`src/rtl/maze_walker.sv`:
```
// maze_walker: depth-first search over a one-bit-per-cell maze memory, with a
// move-history stack for backtracking and valid/ready replay of the found path.
module maze_walker #(
  parameter int WIDTH  = 16,
  parameter int HEIGHT = 16,
  parameter int ADDR_W = 4,
  parameter int ADDR_H = 4
) (
  input  logic                     clk,
  input  logic                     rst,
  input  logic                     start,
  output logic                     mem_wr,
  output logic                     mem_rd,
  output logic [ADDR_W-1:0]        mem_addr_x,
  output logic [ADDR_H-1:0]        mem_addr_y,
  output logic                     mem_wdata,
  input  logic                     mem_rdata,
  output logic                     busy,
  output logic                     done,
  output logic                     fail,
  output logic [ADDR_W+ADDR_H-1:0] path_len,
  output logic                     move_valid,
  output logic [1:0]               move_dir,
  input  logic                     move_ready
);

  localparam int PW    = ADDR_W + ADDR_H;
  localparam int DEPTH = WIDTH * HEIGHT;
  localparam logic [ADDR_W-1:0] X_MAX = ADDR_W'(WIDTH - 1);
  localparam logic [ADDR_H-1:0] Y_MAX = ADDR_H'(HEIGHT - 1);

  typedef enum logic [3:0] {
    S_IDLE    = 4'd0,
    S_CHK     = 4'd1,
    S_CHK_W   = 4'd2,
    S_MARK    = 4'd3,
    S_PROBE   = 4'd4,
    S_PROBE_W = 4'd5,
    S_BACK    = 4'd6,
    S_REPLAY  = 4'd7,
    S_DONE    = 4'd8,
    S_FAIL    = 4'd9
  } state_t;

  function automatic logic in_bounds(input logic [ADDR_W-1:0] x,
                                     input logic [ADDR_H-1:0] y,
                                     input logic [1:0]        d);
    case (d)
      2'd0:    in_bounds = (y != '0);
      2'd1:    in_bounds = (x != X_MAX);
      2'd2:    in_bounds = (y != Y_MAX);
      default: in_bounds = (x != '0);
    endcase
  endfunction

  function automatic logic [ADDR_W-1:0] step_x(input logic [ADDR_W-1:0] x,
                                               input logic [1:0]        d);
    case (d)
      2'd1:    step_x = x + ADDR_W'(1);
      2'd3:    step_x = x - ADDR_W'(1);
      default: step_x = x;
    endcase
  endfunction

  function automatic logic [ADDR_H-1:0] step_y(input logic [ADDR_H-1:0] y,
                                               input logic [1:0]        d);
    case (d)
      2'd0:    step_y = y - ADDR_H'(1);
      2'd2:    step_y = y + ADDR_H'(1);
      default: step_y = y;
    endcase
  endfunction

  state_t            state_q, state_d;
  logic [ADDR_W-1:0] cur_x_q, cur_x_d;
  logic [ADDR_H-1:0] cur_y_q, cur_y_d;
  logic [1:0]        dir_q, dir_d;
  logic [PW-1:0]     sp_q, sp_d;
  logic [PW-1:0]     rp_q, rp_d;
  logic [1:0]        stack_q [DEPTH];

  logic              mem_wr_q, mem_wr_d;
  logic              mem_rd_q, mem_rd_d;
  logic [ADDR_W-1:0] addr_x_q, addr_x_d;
  logic [ADDR_H-1:0] addr_y_q, addr_y_d;
  logic              busy_q, busy_d;
  logic              done_q, done_d;
  logic              fail_q, fail_d;
  logic              move_valid_q, move_valid_d;
  logic [1:0]        move_dir_q, move_dir_d;

  logic              push_en;
  logic [PW-1:0]     sp_m1;
  logic [1:0]        top_dir;
  logic              cand_ok;
  logic [ADDR_W-1:0] cand_x;
  logic [ADDR_H-1:0] cand_y;
  logic              nxt_ok;
  logic              at_goal;

  // Next-state search logic followed by the next values of all registered outputs.
  always_comb begin
    state_d = state_q;
    cur_x_d = cur_x_q;
    cur_y_d = cur_y_q;
    dir_d   = dir_q;
    sp_d    = sp_q;
    rp_d    = rp_q;
    push_en = 1'b0;
    sp_m1   = sp_q - PW'(1);
    top_dir = stack_q[sp_m1];
    cand_ok = in_bounds(cur_x_q, cur_y_q, dir_q);
    cand_x  = step_x(cur_x_q, dir_q);
    cand_y  = step_y(cur_y_q, dir_q);
    at_goal = (cur_x_q == X_MAX) && (cur_y_q == Y_MAX);

    case (state_q)
      S_IDLE, S_DONE, S_FAIL: begin
        if (start) begin
          cur_x_d = '0;
          cur_y_d = '0;
          dir_d   = 2'd0;
          sp_d    = '0;
          rp_d    = '0;
          state_d = S_CHK;
        end else begin
          state_d = state_q;
        end
      end
      S_CHK: state_d = S_CHK_W;
      S_CHK_W: begin
        if (mem_rdata) begin
          state_d = S_FAIL;
        end else begin
          state_d = S_MARK;
        end
      end
      S_MARK: begin
        if (at_goal) begin
          rp_d    = '0;
          state_d = S_REPLAY;
        end else begin
          dir_d   = 2'd0;
          state_d = S_PROBE;
        end
      end
      S_PROBE: begin
        if (cand_ok) begin
          state_d = S_PROBE_W;
        end else if (dir_q != 2'd3) begin
          dir_d = dir_q + 2'd1;
        end else begin
          state_d = S_BACK;
        end
      end
      S_PROBE_W: begin
        if (!mem_rdata) begin
          push_en = 1'b1;
          sp_d    = sp_q + PW'(1);
          cur_x_d = cand_x;
          cur_y_d = cand_y;
          state_d = S_MARK;
        end else if (dir_q != 2'd3) begin
          dir_d   = dir_q + 2'd1;
          state_d = S_PROBE;
        end else begin
          state_d = S_BACK;
        end
      end
      S_BACK: begin
        if (sp_q == '0) begin
          state_d = S_FAIL;
        end else begin
          // Opposite direction is the code with bit 1 flipped.
          sp_d    = sp_m1;
          cur_x_d = step_x(cur_x_q, top_dir ^ 2'd2);
          cur_y_d = step_y(cur_y_q, top_dir ^ 2'd2);
          if (top_dir != 2'd3) begin
            dir_d   = top_dir + 2'd1;
            state_d = S_PROBE;
          end else begin
            state_d = S_BACK;
          end
        end
      end
      S_REPLAY: begin
        if (move_valid_q && move_ready) begin
          rp_d = rp_q + PW'(1);
          if (rp_q == sp_m1) begin
            state_d = S_DONE;
          end else begin
            state_d = S_REPLAY;
          end
        end else begin
          rp_d = rp_q;
        end
      end
      default: state_d = S_IDLE;
    endcase

    // Outputs are a function of the upcoming state so that they land registered
    // in the same cycle the state is entered.
    nxt_ok       = in_bounds(cur_x_d, cur_y_d, dir_d);
    mem_rd_d     = (state_d == S_CHK) || ((state_d == S_PROBE) && nxt_ok);
    mem_wr_d     = (state_d == S_MARK);
    busy_d       = (state_d != S_IDLE) && (state_d != S_DONE) && (state_d != S_FAIL);
    done_d       = (state_d == S_DONE);
    fail_d       = (state_d == S_FAIL);
    move_valid_d = (state_d == S_REPLAY);
    if (state_d == S_REPLAY) begin
      move_dir_d = stack_q[rp_d];
    end else begin
      move_dir_d = 2'd0;
    end
    if ((state_d == S_PROBE) && nxt_ok) begin
      addr_x_d = step_x(cur_x_d, dir_d);
      addr_y_d = step_y(cur_y_d, dir_d);
    end else if ((state_d == S_CHK) || (state_d == S_MARK)) begin
      addr_x_d = cur_x_d;
      addr_y_d = cur_y_d;
    end else begin
      addr_x_d = '0;
      addr_y_d = '0;
    end
  end

  // State, search registers, move stack and registered outputs.
  always_ff @(posedge clk) begin
    if (rst) begin
      state_q      <= S_IDLE;
      cur_x_q      <= '0;
      cur_y_q      <= '0;
      dir_q        <= 2'd0;
      sp_q         <= '0;
      rp_q         <= '0;
      mem_wr_q     <= 1'b0;
      mem_rd_q     <= 1'b0;
      addr_x_q     <= '0;
      addr_y_q     <= '0;
      busy_q       <= 1'b0;
      done_q       <= 1'b0;
      fail_q       <= 1'b0;
      move_valid_q <= 1'b0;
      move_dir_q   <= 2'd0;
    end else begin
      state_q      <= state_d;
      cur_x_q      <= cur_x_d;
      cur_y_q      <= cur_y_d;
      dir_q        <= dir_d;
      sp_q         <= sp_d;
      rp_q         <= rp_d;
      mem_wr_q     <= mem_wr_d;
      mem_rd_q     <= mem_rd_d;
      addr_x_q     <= addr_x_d;
      addr_y_q     <= addr_y_d;
      busy_q       <= busy_d;
      done_q       <= done_d;
      fail_q       <= fail_d;
      move_valid_q <= move_valid_d;
      move_dir_q   <= move_dir_d;
      if (push_en) begin
        stack_q[sp_q] <= dir_q;
      end
    end
  end

  assign mem_wr     = mem_wr_q;
  assign mem_rd     = mem_rd_q;
  assign mem_addr_x = addr_x_q;
  assign mem_addr_y = addr_y_q;
  assign mem_wdata  = mem_wr_q;
  assign busy       = busy_q;
  assign done       = done_q;
  assign fail       = fail_q;
  assign path_len   = sp_q;
  assign move_valid = move_valid_q;
  assign move_dir   = move_dir_q;

endmodule
```
`config.mk`:
```
export PLATFORM = sky130hd
export DESIGN_NAME = maze_walker
export DESIGN_NICKNAME = d
export VERILOG_FILES = /design/src/rtl/maze_walker.sv
export SDC_FILE = /design/constraint.sdc
export NUM_CORES = 1
export LEC_CHECK = 0
export CAP_MARGIN = 10
export CORE_MARGIN = 2
export CORE_UTILIZATION = 25
export CTS_BUF_LIST = sky130_fd_sc_hd__clkbuf_4 sky130_fd_sc_hd__clkbuf_8
export DETAILED_ROUTE_END_ITERATION = 16
export GPL_ROUTABILITY_DRIVEN = 1
export SETUP_SLACK_MARGIN = 0.05
export SYNTH_ARGS = -nofsm -noshare
export SYNTH_HDL_FRONTEND = slang
export SYNTH_SLANG_ARGS = --single-unit
```
`constraint.sdc`:
```
create_clock -name clk -period 7.1 [get_ports clk]
set_input_delay 1.065 -clock clk [delete_from_list [all_inputs] [get_ports clk]]
set_output_delay 1.065 -clock clk [all_outputs]
set_load 0.05 [all_outputs]
```
# After elaboration in Yosys (flattened, before gate mapping)
# Memory sizes are Yosys's and may differ from the RTL's. A register that Yosys moved wholly into a read port is not among the register bits.
# Index checks and enable logic that the tools add are counted.
# classes
addsub,13
n_eq_ne,38
muxes,53
n_bitwise,2
reduce_logical,21
# ops
cell,n
$mux 4,17
$mux 8,6
$pmux 4 s2,6
$pmux 8 s3,2
$pmux 4 s8,1
$eq 4x3->1 const B,6
$eq 4x4->1 const B,6
$ne 4x4->1 const B,6
$pmux 4 s3,2
$mux 2,10
$reduce_bool 4->1,5
$add 4x1->4 const B,4
$add 8x1->8 const B,2
$sub 4x1->4 const B,4
$eq 2x2->1 const B,6
$eq 4x2->1 const B,3
$ne 2x2->1 const B,5
$pmux 2 s5,1
$eq 4x1->1 const B,2
$eq 8x8->1,1
$logic_not 8->1,1
$sub 8x1->8 const B,1
$eq 2x1->1 const B,3
$logic_not 2->1,3
12 further kinds,24
# word_totals
ff_bits,44
ram_bits,512
input_bits,5
output_inout_bits,25
wordCells,142
n_memories,1
# mem_list
memory,depth,width,read_ports,rd_ports_with_merged_regs,wr,line_no,source
stack_q,256,2,2,1,1,80,logic [1:0] stack_q [DEPTH];

# Logic depth before layout (Yosys ltp)
# Gate-level depths: netlist of the first run.
# An unclocked memory read counts as a cell.
# depth
depth_word,11
mapped_depth,31
depth_no_buf,24

# Worst setup path after synthesis of the first run
# OpenSTA, ideal clock, no wires.
# synth_path
path_kind,register -> register
startpoint,register dir_q[0]
endpoint,"register addr_y_q[3], in the netlist mem_addr_y[3]"
setup_time_ns,0.070
arrival_ns,7.447
required_time_ns,7.030
setup_slack_ns,-0.416
stages_incl_launch_ff,19
n_path_buf,0
synth_period_minus_slack_ns,7.516
path_cell_list,dfxtp_1 -> inv_1 -> ha_1 -> o21ai_0 -> a21oi_1 -> o31ai_1 -> or3_1 -> a21oi_1 -> nand3b_1 -> a221o_1 -> inv_2 -> ha_1 -> clkinv_1 -> ha_1 -> and3_1 -> a2111oi_0 -> nand4b_1 -> or3_1 -> a21oi_1
# synth_between
elab_chain_cells,8
word_cells_on_any_way,44
cone_classes,add/sub: 3; eq/ne: 11; mux: 24; reduce/logical: 6
# synth_rtl
item,line_no,source
"start, declared",77,"logic [1:0] dir_q, dir_d;"
"start signal, assigned",249,dir_q <= dir_d;
"$add 2x1->2, or another cell as far along","151, 164",
$mux 2 or $pmux 1 s3 (tied branches),"150, 163, 48",
"$mux 2, on equally long branches","157, 148",
$pmux 2 s5 (*),117,case (state_q)
net dir_d[0],77,
"$eq 2x2->1, or another cell as far along","48, 67",
$pmux 1 s3,48,case (d)
$logic_and 1x1->1,215,if ((state_d == S_PROBE) && nxt_ok) begin
$mux 4 (*),215,
"end signal, assigned",255,addr_y_q <= addr_y_d;
"end, declared",85,"logic [ADDR_H-1:0] addr_y_q, addr_y_d;"
# The timed path passes the listed nets; every way through them passes the cells marked *.
# A chain may end at the register's enable or synchronous reset.

# Final worst setup path of the first run
# layout_path
startpoint,"register sp_q[0], in the netlist path_len[0]"
endpoint,"register addr_y_q[3], in the netlist mem_addr_y[3]"
# layout_between
word_cells_on_any_way,43
cone_classes,add/sub: 4; eq/ne: 12; mux: 18; bitwise: 1; reduce/logical: 7; memory: 1
# layout_rtl
item,line_no,source
"start, declared",78,"logic [PW-1:0] sp_q, sp_d;"
"start signal, assigned",250,sp_q <= sp_d;
$sub 8x1->8,110,sp_m1 = sp_q - PW'(1);
$mem_v2 256x2,--,
$add 2x1->2 or $ne 2x2->1 (tied branches),"179, 178",
$mux 2,178,if (top_dir != 2'd3) begin
$mux 2 (*),171,if (sp_q == '0) begin
$pmux 2 s5 (*),117,
net dir_d[0],77,
"$eq 2x2->1, or another cell as far along","48, 67",
$pmux 1 s3,48,
$logic_and 1x1->1,215,
$mux 4 (*),215,
# Marks and branches as above.

==> reports/summary.txt, run 1 <==
CTS root buf - sky130_fd_sc_hd__clkbuf_8
DP Cell Count - 4172
Count of max-cap constraint violations - 0
Final standard cell count with taps included and fillers excluded - 4350
Area of the multi-input gates - 12700 um2
Layout overhead on the synthesized area - 14.6%
Total Neg Setup Slack - 0 ns
Top layer used by detailed routing - met4
Count of different cell masters after synthesis - 90
Largest net degree at the start of global routing - 106
DIE AREA - 122000 um2
Launching instance or port of the critical path - path_len[0]
Initial antenna violation count - 1
Synthesized netlist cell count - 2734
Source of the worst register-to-register timing path - path_len[0]
Final setup fails - 0
Wire length per cell after detailed routing - 22.7 um
Share of flip-flops with an asynchronous set or reset - 0%
Length of routed met2 wiring - 45500 um
Share of synthesized area occupied by flip-flops and latches - 54.6%
Beginning of the worst hold path - path_len[0]
Num ports - 30
Remaining max-slew budget at the tightest pin - 19.7%
Total number of vias - 23700
Routed wire length - 98800 um
TritonCTS clock tree - built
Worst slew pin tran - 1.20 ns
Core region area - 118000 um2
Area taken by flip-flops and latches - 16300 um2
Met3 WL - 9430 um
Share of the cycle needed by the critical path after routing - 94.4%
Residual overflow from global routing - 0
Number of global-route vias before repair - 22600
Largest area contributor in the synthesized netlist - sky130_fd_sc_hd__edfxtp_1
Final Hold Fails - 0
Avg Synthesized Cell Area - 10.9 um2
Worst setup EP type - flop
Number of design rule violations left after detail routing - 0
Post-CTS clock slew at the launch and capture registers of the worst setup and hold paths - 0.07 ns
Clock H-tree levels - 3
Filler Cells Inserted - 12100
Maximum fanout count along the critical path - 24
Number of clock buffers inserted by TritonCTS - 97
DP Wirelength - 60200 um
Pwr dens - 209 nW/um2
Maximum count of clock buffers along a single path - 3
Detailed-router iteration count before antenna repair - 6
Worst Clk Skew - 0.0606 ns
Fraction of post-synthesis cell area in the top cell type by area - 51.5%
RD Place Congestion - 0.902
Flip-flop and latch count after synthesis - 558
Netlist area before placement - 29800 um2
Leakage power figure - 10.6 nW
Number of cell rows - 126
Count of flip-flops with a built-in enable after synthesis - 512
Global-route wire length before repair - 147000 um
Fmax - 149 MHz
Worst setup slack before clock tree synthesis - 0.131 ns
Layout cell share with drive strength beyond 1 - 15.7%
Type of the worst setup path - flop to flop
Sink count of the clock tree - 558
Wire length on met1 - 39800 um
Result of the run - completed
Arrival @ worst endpoint - 7.33 ns
Post-route worst setup slack - 0.398 ns
Required time at the endpoint of the critical path - 7.73 ns
Minimum clock period - 6.70 ns
Drt initial violations - 3542
Primary flip-flop cell chosen by synthesis mapping - sky130_fd_sc_hd__edfxtp_1
Drt via density - 5.44
Overall die height - 350 um
Critical Path Source Type - flop
Starting utilization of the core area - 25.2%
Highest-count cells in the layout ignoring fill and taps - sky130_fd_sc_hd__nand2_1 (587), sky130_fd_sc_hd__edfxtp_1 (512), sky130_fd_sc_hd__nor2_1 (326)
Unrepaired setup endpoints after global routing - false
Most common cell after layout, fill and taps aside - sky130_fd_sc_hd__nand2_1
Layout Nets - 2771
Global-route usage over all layers - 15.8%
Peak supply drop - 133 uV
Cell types occupying the most area after synthesis - sky130_fd_sc_hd__edfxtp_1 (52%), sky130_fd_sc_hd__mux4_2 (10%), sky130_fd_sc_hd__nand2_1 (7.4%)
Port buffer count - 29
Pins Over Slew Limit - 0
Synth Net Count - 2767
Clock insertion delay at the later pin of the skew report - 0.75 ns
Antenna viol nets, final - 0
Synthesis Warnings - 0
Die width - 350 um
Kind of path behind the tightest hold check - flop to flop
==> kinds of logic after synthesis <==
group                    synth area share, %
flip-flops                              54.6
multiplexers                            11.3
AND/OR/NAND/NOR                         19.9
XOR/XNOR                               0.901
adder cells (fa/ha/maj)                 1.22
AO/OA/AOI/OAI                           8.55
buffers and inverters                   3.50
==> state kept, by name (all words and copies together), names as in the netlist, 2 cells and up <==
| register | cells |
|---|---|
| stack_q | 512 |
| path_len | 8 |
| rp_q | 8 |
| cur_x_q | 4 |
| cur_y_q | 4 |
| mem_addr_x | 4 |
| mem_addr_y | 4 |
| state_q | 4 |
| dir_q | 2 |
| move_dir | 2 |
==> repair_timing <==
item                       in CTS  in global routing
hold buffers                    0                  0
setup buffers                   0                  2
gates cloned                    0                  1
resized for setup               1                  4
pin swaps                       0                  0
setup endpoints to repair       1                  2
hold endpoints to repair        0                  0
==> worst max-delay path, cell delays in order, from the launching register on <==
cell	delay, ns
sky130_fd_sc_hd__dfxtp_4	0.40
sky130_fd_sc_hd__inv_1	0.09
sky130_fd_sc_hd__ha_4	0.38
sky130_fd_sc_hd__buf_4	0.41
sky130_fd_sc_hd__mux4_2	0.39
sky130_fd_sc_hd__mux4_2	0.52
sky130_fd_sc_hd__mux4_2	0.55
sky130_fd_sc_hd__mux4_2	0.57
sky130_fd_sc_hd__ha_1	0.35
sky130_fd_sc_hd__o21ai_0	0.20
sky130_fd_sc_hd__nand3b_1	0.12
sky130_fd_sc_hd__a221o_1	0.43
sky130_fd_sc_hd__inv_2	0.15
sky130_fd_sc_hd__ha_1	0.18
sky130_fd_sc_hd__clkinv_1	0.24
sky130_fd_sc_hd__ha_1	0.42
sky130_fd_sc_hd__and3_1	0.19
sky130_fd_sc_hd__a2111oi_0	0.34
sky130_fd_sc_hd__nand4b_1	0.16
sky130_fd_sc_hd__or3_1	0.32
sky130_fd_sc_hd__a21oi_1	0.14
==> cell usage after synthesis (31+ instances only) <==
library cell and count:
sky130_fd_sc_hd__nor2_1 326, sky130_fd_sc_hd__a311oi_1 81, sky130_fd_sc_hd__inv_1 31, sky130_fd_sc_hd__mux4_2 136, sky130_fd_sc_hd__buf_1 31, sky130_fd_sc_hd__nand2_1 588, sky130_fd_sc_hd__clkbuf_1 153, sky130_fd_sc_hd__nand3_1 311
sky130_fd_sc_hd__edfxtp_1 512, sky130_fd_sc_hd__a21oi_1 48, sky130_fd_sc_hd__and3_1 42, sky130_fd_sc_hd__o21ai_0 32, sky130_fd_sc_hd__dfxtp_1 46
==> path summary, 6_finish.rpt <==
kind,end,slack [ns],depth (start not counted)
worst max-delay path,mem_addr_y[3],0.40,20
worst min-delay path,path_len[0],0.59,2
worst max register to register,mem_addr_y[3],0.40,20
worst min register to register,path_len[0],0.59,2
==> through the flow <==
step | instance area (um2) | power, mW | hold slack, ns | util, %
after floorplan | 29900 | 3.91 | 0.622 | -
after global placement | 32100 | 4.07 | 0.553 | 27.2
after detailed placement | 32100 | 4.07 | 0.563 | 27.2
after CTS | 34100 | 7.18 | 0.583 | 28.9
after global routing | 34200 | 7.35 | 0.636 | 28.9
final | 34200 | 7.16 | 0.586 | 28.9
==> where the power goes <==
| group | switching [mW] | internal (mW) | leakage (nW) | total [mW] |
|---|---|---|---|---|
| Combinational | 0.302 | 0.168 | 5.10 | 0.470 |
| Clock | 1.43 | 1.71 | 1.07 | 3.14 |
| Sequential | 0.00831 | 3.55 | 4.40 | 3.56 |
| Total | 1.74 | 5.42 | 10.6 | 7.16 |
==> per-layer routing <==
layer / global-route usage, % / up-vias
li1: - / 10200
met1: 21.4 / 11700
met2: 25.0 / 1456
met3: 2.55 / 253
met4: 6.55 / 0
met5: 0 / -
==> area by class of cell <==
| cell class | count | area share [%] |
|---|---|---|
| Inverter | 34 | 0.373 |
| Antenna cell | 1 | 0.00732 |
| Tap cell | 1536 | 5.62 |
| Clock inverter | 44 | 1.18 |
| Timing Repair Buffer | 124 | 3.41 |
| Multi-Input combinational cell | 1923 | 37.0 |
| Sequential cell | 558 | 47.7 |
| Clock buffer | 130 | 4.72 |
(Power assumes the default switching activity.)
==> run 2, diff against run 1 <==
Settings changed: CORE_UTILIZATION 25 to 53, CTS_CLUSTER_SIZE set to 20, PLACE_DENSITY set to 0.72.
==> reports/summary.txt, run 2 (same netlist as run 1, synthesis figures left out) <==
Result of the run - completed
RD Place Congestion - 0.987 (+9.4%)
Total number of vias - 24200 (+2.3%)
Detailed-router iteration count before antenna repair - 7 (+1)
DP Wirelength - 58400 um (-3.0%)
Worst setup slack before clock tree synthesis - 0.391 ns (+0.260 ns)
Clock H-tree levels - 3 (unchanged)
Share of the cycle needed by the critical path after routing - 93.8% (-0.59 points)
Peak supply drop - 129 uV (-3.0%)
Logic gate share of total power - 6.7% (about the same)
Post-route worst setup slack - 0.440 ns (+0.0419 ns)
Remaining max-slew budget at the tightest pin - 23.3% (+3.6 points)
DIE AREA - 58200 um2 (-52%)
Part of the power in registers - 51.0% (+1.3 points)
WHS Endpoint - rp_q[6]
Clk pwr share - 42.3% (-1.5 points)
R2R setup slack - 0.44 ns (+0.04 ns)
Post-CTS clock slew at the launch and capture registers of the worst setup and hold paths - 0.07 ns (about the same)
Port buffer count - 29 (unchanged)
Kind of path behind the tightest hold check - flop to flop
Sw Share - 23.9% (-0.37 points)
Beginning of the worst hold path - rp_q[6]
Maximum count of clock buffers along a single path - 3 (unchanged)
Cell-internal power - 5.30 mW (-2.2%)
Worst Clk Skew - 0.0344 ns (-0.0262 ns)
Layout cell share with drive strength beyond 1 - 15.4% (-0.24 points)
Sink count of the clock tree - 558 (unchanged)
Overall die height - 241 um (-31%)
Maximum cell stage delay along the critical path - 0.62 ns (+0.05 ns)
Starting utilization of the core area - 53.9% (+29 points)
Wire length per cell after detailed routing - 26.6 um (+17%)
Dominant cell type by count on the critical path - sky130_fd_sc_hd__mux4_2
Drt via density - 6.82 (+25%)
Layout Nets - 2764 (-0.25%)
Source of the worst register-to-register timing path - path_len[0]
Minimum clock period - 6.66 ns (-0.0419 ns)
Type of the worst setup path - flop to flop
Arrival @ worst endpoint - 7.30 ns (-0.03 ns)
Filler Cells Inserted - 4425 (-64%)
Critical Path Source Type - flop
Placement-stage cell area - 31200 um2 (-2.9%)
Initial antenna violation count - 0 (-1)
Required time at the endpoint of the critical path - 7.74 ns (about the same)
Largest net degree at the start of global routing - 112 (+5.7%)
Global-route wire length before repair - 142000 um (-3.2%)
Worst slew pin tran - 1.15 ns (-0.0497 ns)
Area of all placed cells without fillers - 33100 um2 (-3.3%)
Highest-count cells in the layout ignoring fill and taps - sky130_fd_sc_hd__nand2_1 (587), sky130_fd_sc_hd__edfxtp_1 (512), sky130_fd_sc_hd__nor2_1 (326)
Register with the highest flop count - stack_q
Leakage power figure - 10.5 nW (-0.63%)
Number of design rule violations left after detail routing - 0 (unchanged)
Number of cell rows - 86 (-32%)
Sequence of cells on the critical path - buf_16 -> mux4_2 -> mux4_2 -> mux4_2 -> mux4_2 -> ha_1 -> o21ai_0 -> nand3b_1 -> a221o_1 -> inv_2 -> ha_1 -> clkinv_1 -> ha_1 -> and3_1 -> a2111oi_1 -> nand4b_1 -> or3_1 -> a21oi_1
Destination of the worst register-to-register timing path - mem_addr_y[3]
Residual overflow from global routing - 0 (unchanged)
Clock insertion delay at the later pin of the skew report - 0.72 ns (-0.03 ns)
Core region area - 55400 um2 (-53%)
Maximum fanout count along the critical path - 103 (+330%)
TritonCTS clock tree - built
Final Hold Fails - 0 (unchanged)
Layout overhead on the synthesized area - 10.9%
Number of global-route vias before repair - 23400 (+3.6%)
Top cell family by delay on the critical path - multiplexers
Fmax - 150 MHz (+0.63%)
Die width - 241 um (-31%)
Worst-path cell with the longest stage delay - sky130_fd_sc_hd__mux4_2
Num ports - 30 (unchanged)
Largest register FFs - 512 (unchanged)
Antenna viol nets, final - 0 (unchanged)
Worst setup EP type - flop
Number of buffers inserted for hold repair after clock tree synthesis - 0 (unchanged)
Number of clock buffers inserted by TritonCTS - 92 (-5.2%)
Buffers plus inverters on the worst setup path - 3 (-1)
Worst Hold Depth - 3 (+1)
Count of max-cap constraint violations - 0 (unchanged)
Pins Over Slew Limit - 0 (unchanged)
Drt initial violations - 3899 (+10%)
Unrepaired setup endpoints after global routing - false
CTS root buf - sky130_fd_sc_hd__clkbuf_8
Routed wire length - 94500 um (-4.3%)
Global-route usage over all layers - 32.8% (+17 points)
Pwr dens - 211 nW/um2 (+0.60%)
Switch Pwr - 1.66 mW (-4.2%)
Logic depth of the worst register-to-register path - 18 (-10%)
Most common cell after layout, fill and taps aside - sky130_fd_sc_hd__nand2_1
Final setup fails - 0 (unchanged)
Total Neg Setup Slack - 0 ns (unchanged)
## run 2: cell count changes in the layout (fill, tap and decap cells not counted), moves of 2 or more
| cell | previous run | this run |
|---|---|---|
| sky130_fd_sc_hd__clkbuf_8 | 102 | 97 |
| sky130_fd_sc_hd__inv_6 | 1 | 3 |
| sky130_fd_sc_hd__clkinv_2 | 15 | 17 |
| sky130_fd_sc_hd__clkbuf_4 | 28 | 25 |
| sky130_fd_sc_hd__xor2_4 | 3 | 1 |
| sky130_fd_sc_hd__nand3_1 | 306 | 303 |
| sky130_fd_sc_hd__nand3_2 | 6 | 9 |
| sky130_fd_sc_hd__buf_4 | 81 | 79 |
## run 2: tightest hold or removal path: cells and delay by family, from the launching register on
| kind | cells | cell delay, ns |
|---|---|---|
| compound gates | 1 | 0.16 |
| flops | 1 | 0.35 |
| simple gates | 2 | 0.14 |
## run 2: worst max-delay path by stage
stage	end	slack [ns]	start	cells past startpoint
after floorplan	mem_addr_y[3]	0.06	path_len[0]	23
after global placement	mem_addr_y[3]	0.53	path_len[0]	21
after detailed placement	mem_addr_y[3]	0.39	path_len[0]	21
after CTS	mem_addr_y[3]	0.39	path_len[0]	21
after global routing	mem_addr_y[3]	0.05	path_len[0]	24
final	mem_addr_y[3]	0.44	path_len[0]	18
## run 2: metrics by stage
stage          hold slack (ns)  cells  util, %  power [mW]
2_1_floorplan            0.622   2734        -        3.91
3_3_place_gp             0.651   3385     56.2        4.07
3_5_place_dp             0.665   3385     56.2        4.07
4_1_cts                  0.674   3553     59.7        6.97
5_1_grt                  0.723   3553     59.7        7.15
6_report                 0.687   3554     59.7        6.97
## run 2: area by class of cell
class,count,area (um2),share of cell area (%)
sequential,558,16300,49.3
tap,748,936,2.83
inverter,34,128,0.386
multi-input combinational,1922,12600,38.2
clock buffer,122,1520,4.60
antenna,1,2.50,0.00756
clock inverter,46,364,1.10
timing repair buffer,123,1190,3.59
## run 2: layer usage
metal / up-vias / global-route usage (%) / part of all wire, %
li1: 10200 / - / -
met1: 11700 / 43.8 / 37
met2: 1898 / 49.1 / 45
met3: 374 / 8.19 / 13
met4: 0 / 18.8 / 5.7
met5: - / 0 / 0
## run 2: power groups by stage
| stage | registers [mW] | clock network [mW] | logic [mW] |
|---|---|---|---|
| global route | 3.56 | 3.11 | 0.484 |
| floorplan | 3.63 | 0 | 0.278 |
| detailed placement | 3.63 | 0 | 0.447 |
| CTS | 3.56 | 2.96 | 0.449 |
| finish | 3.56 | 2.95 | 0.464 |
| global placement | 3.62 | 0 | 0.441 |
## run 2: repair_timing
action	4_1_cts	5_1_grt
setup endpoints to repair	0	2
setup buffers	0	0
gates resized for setup	0	4
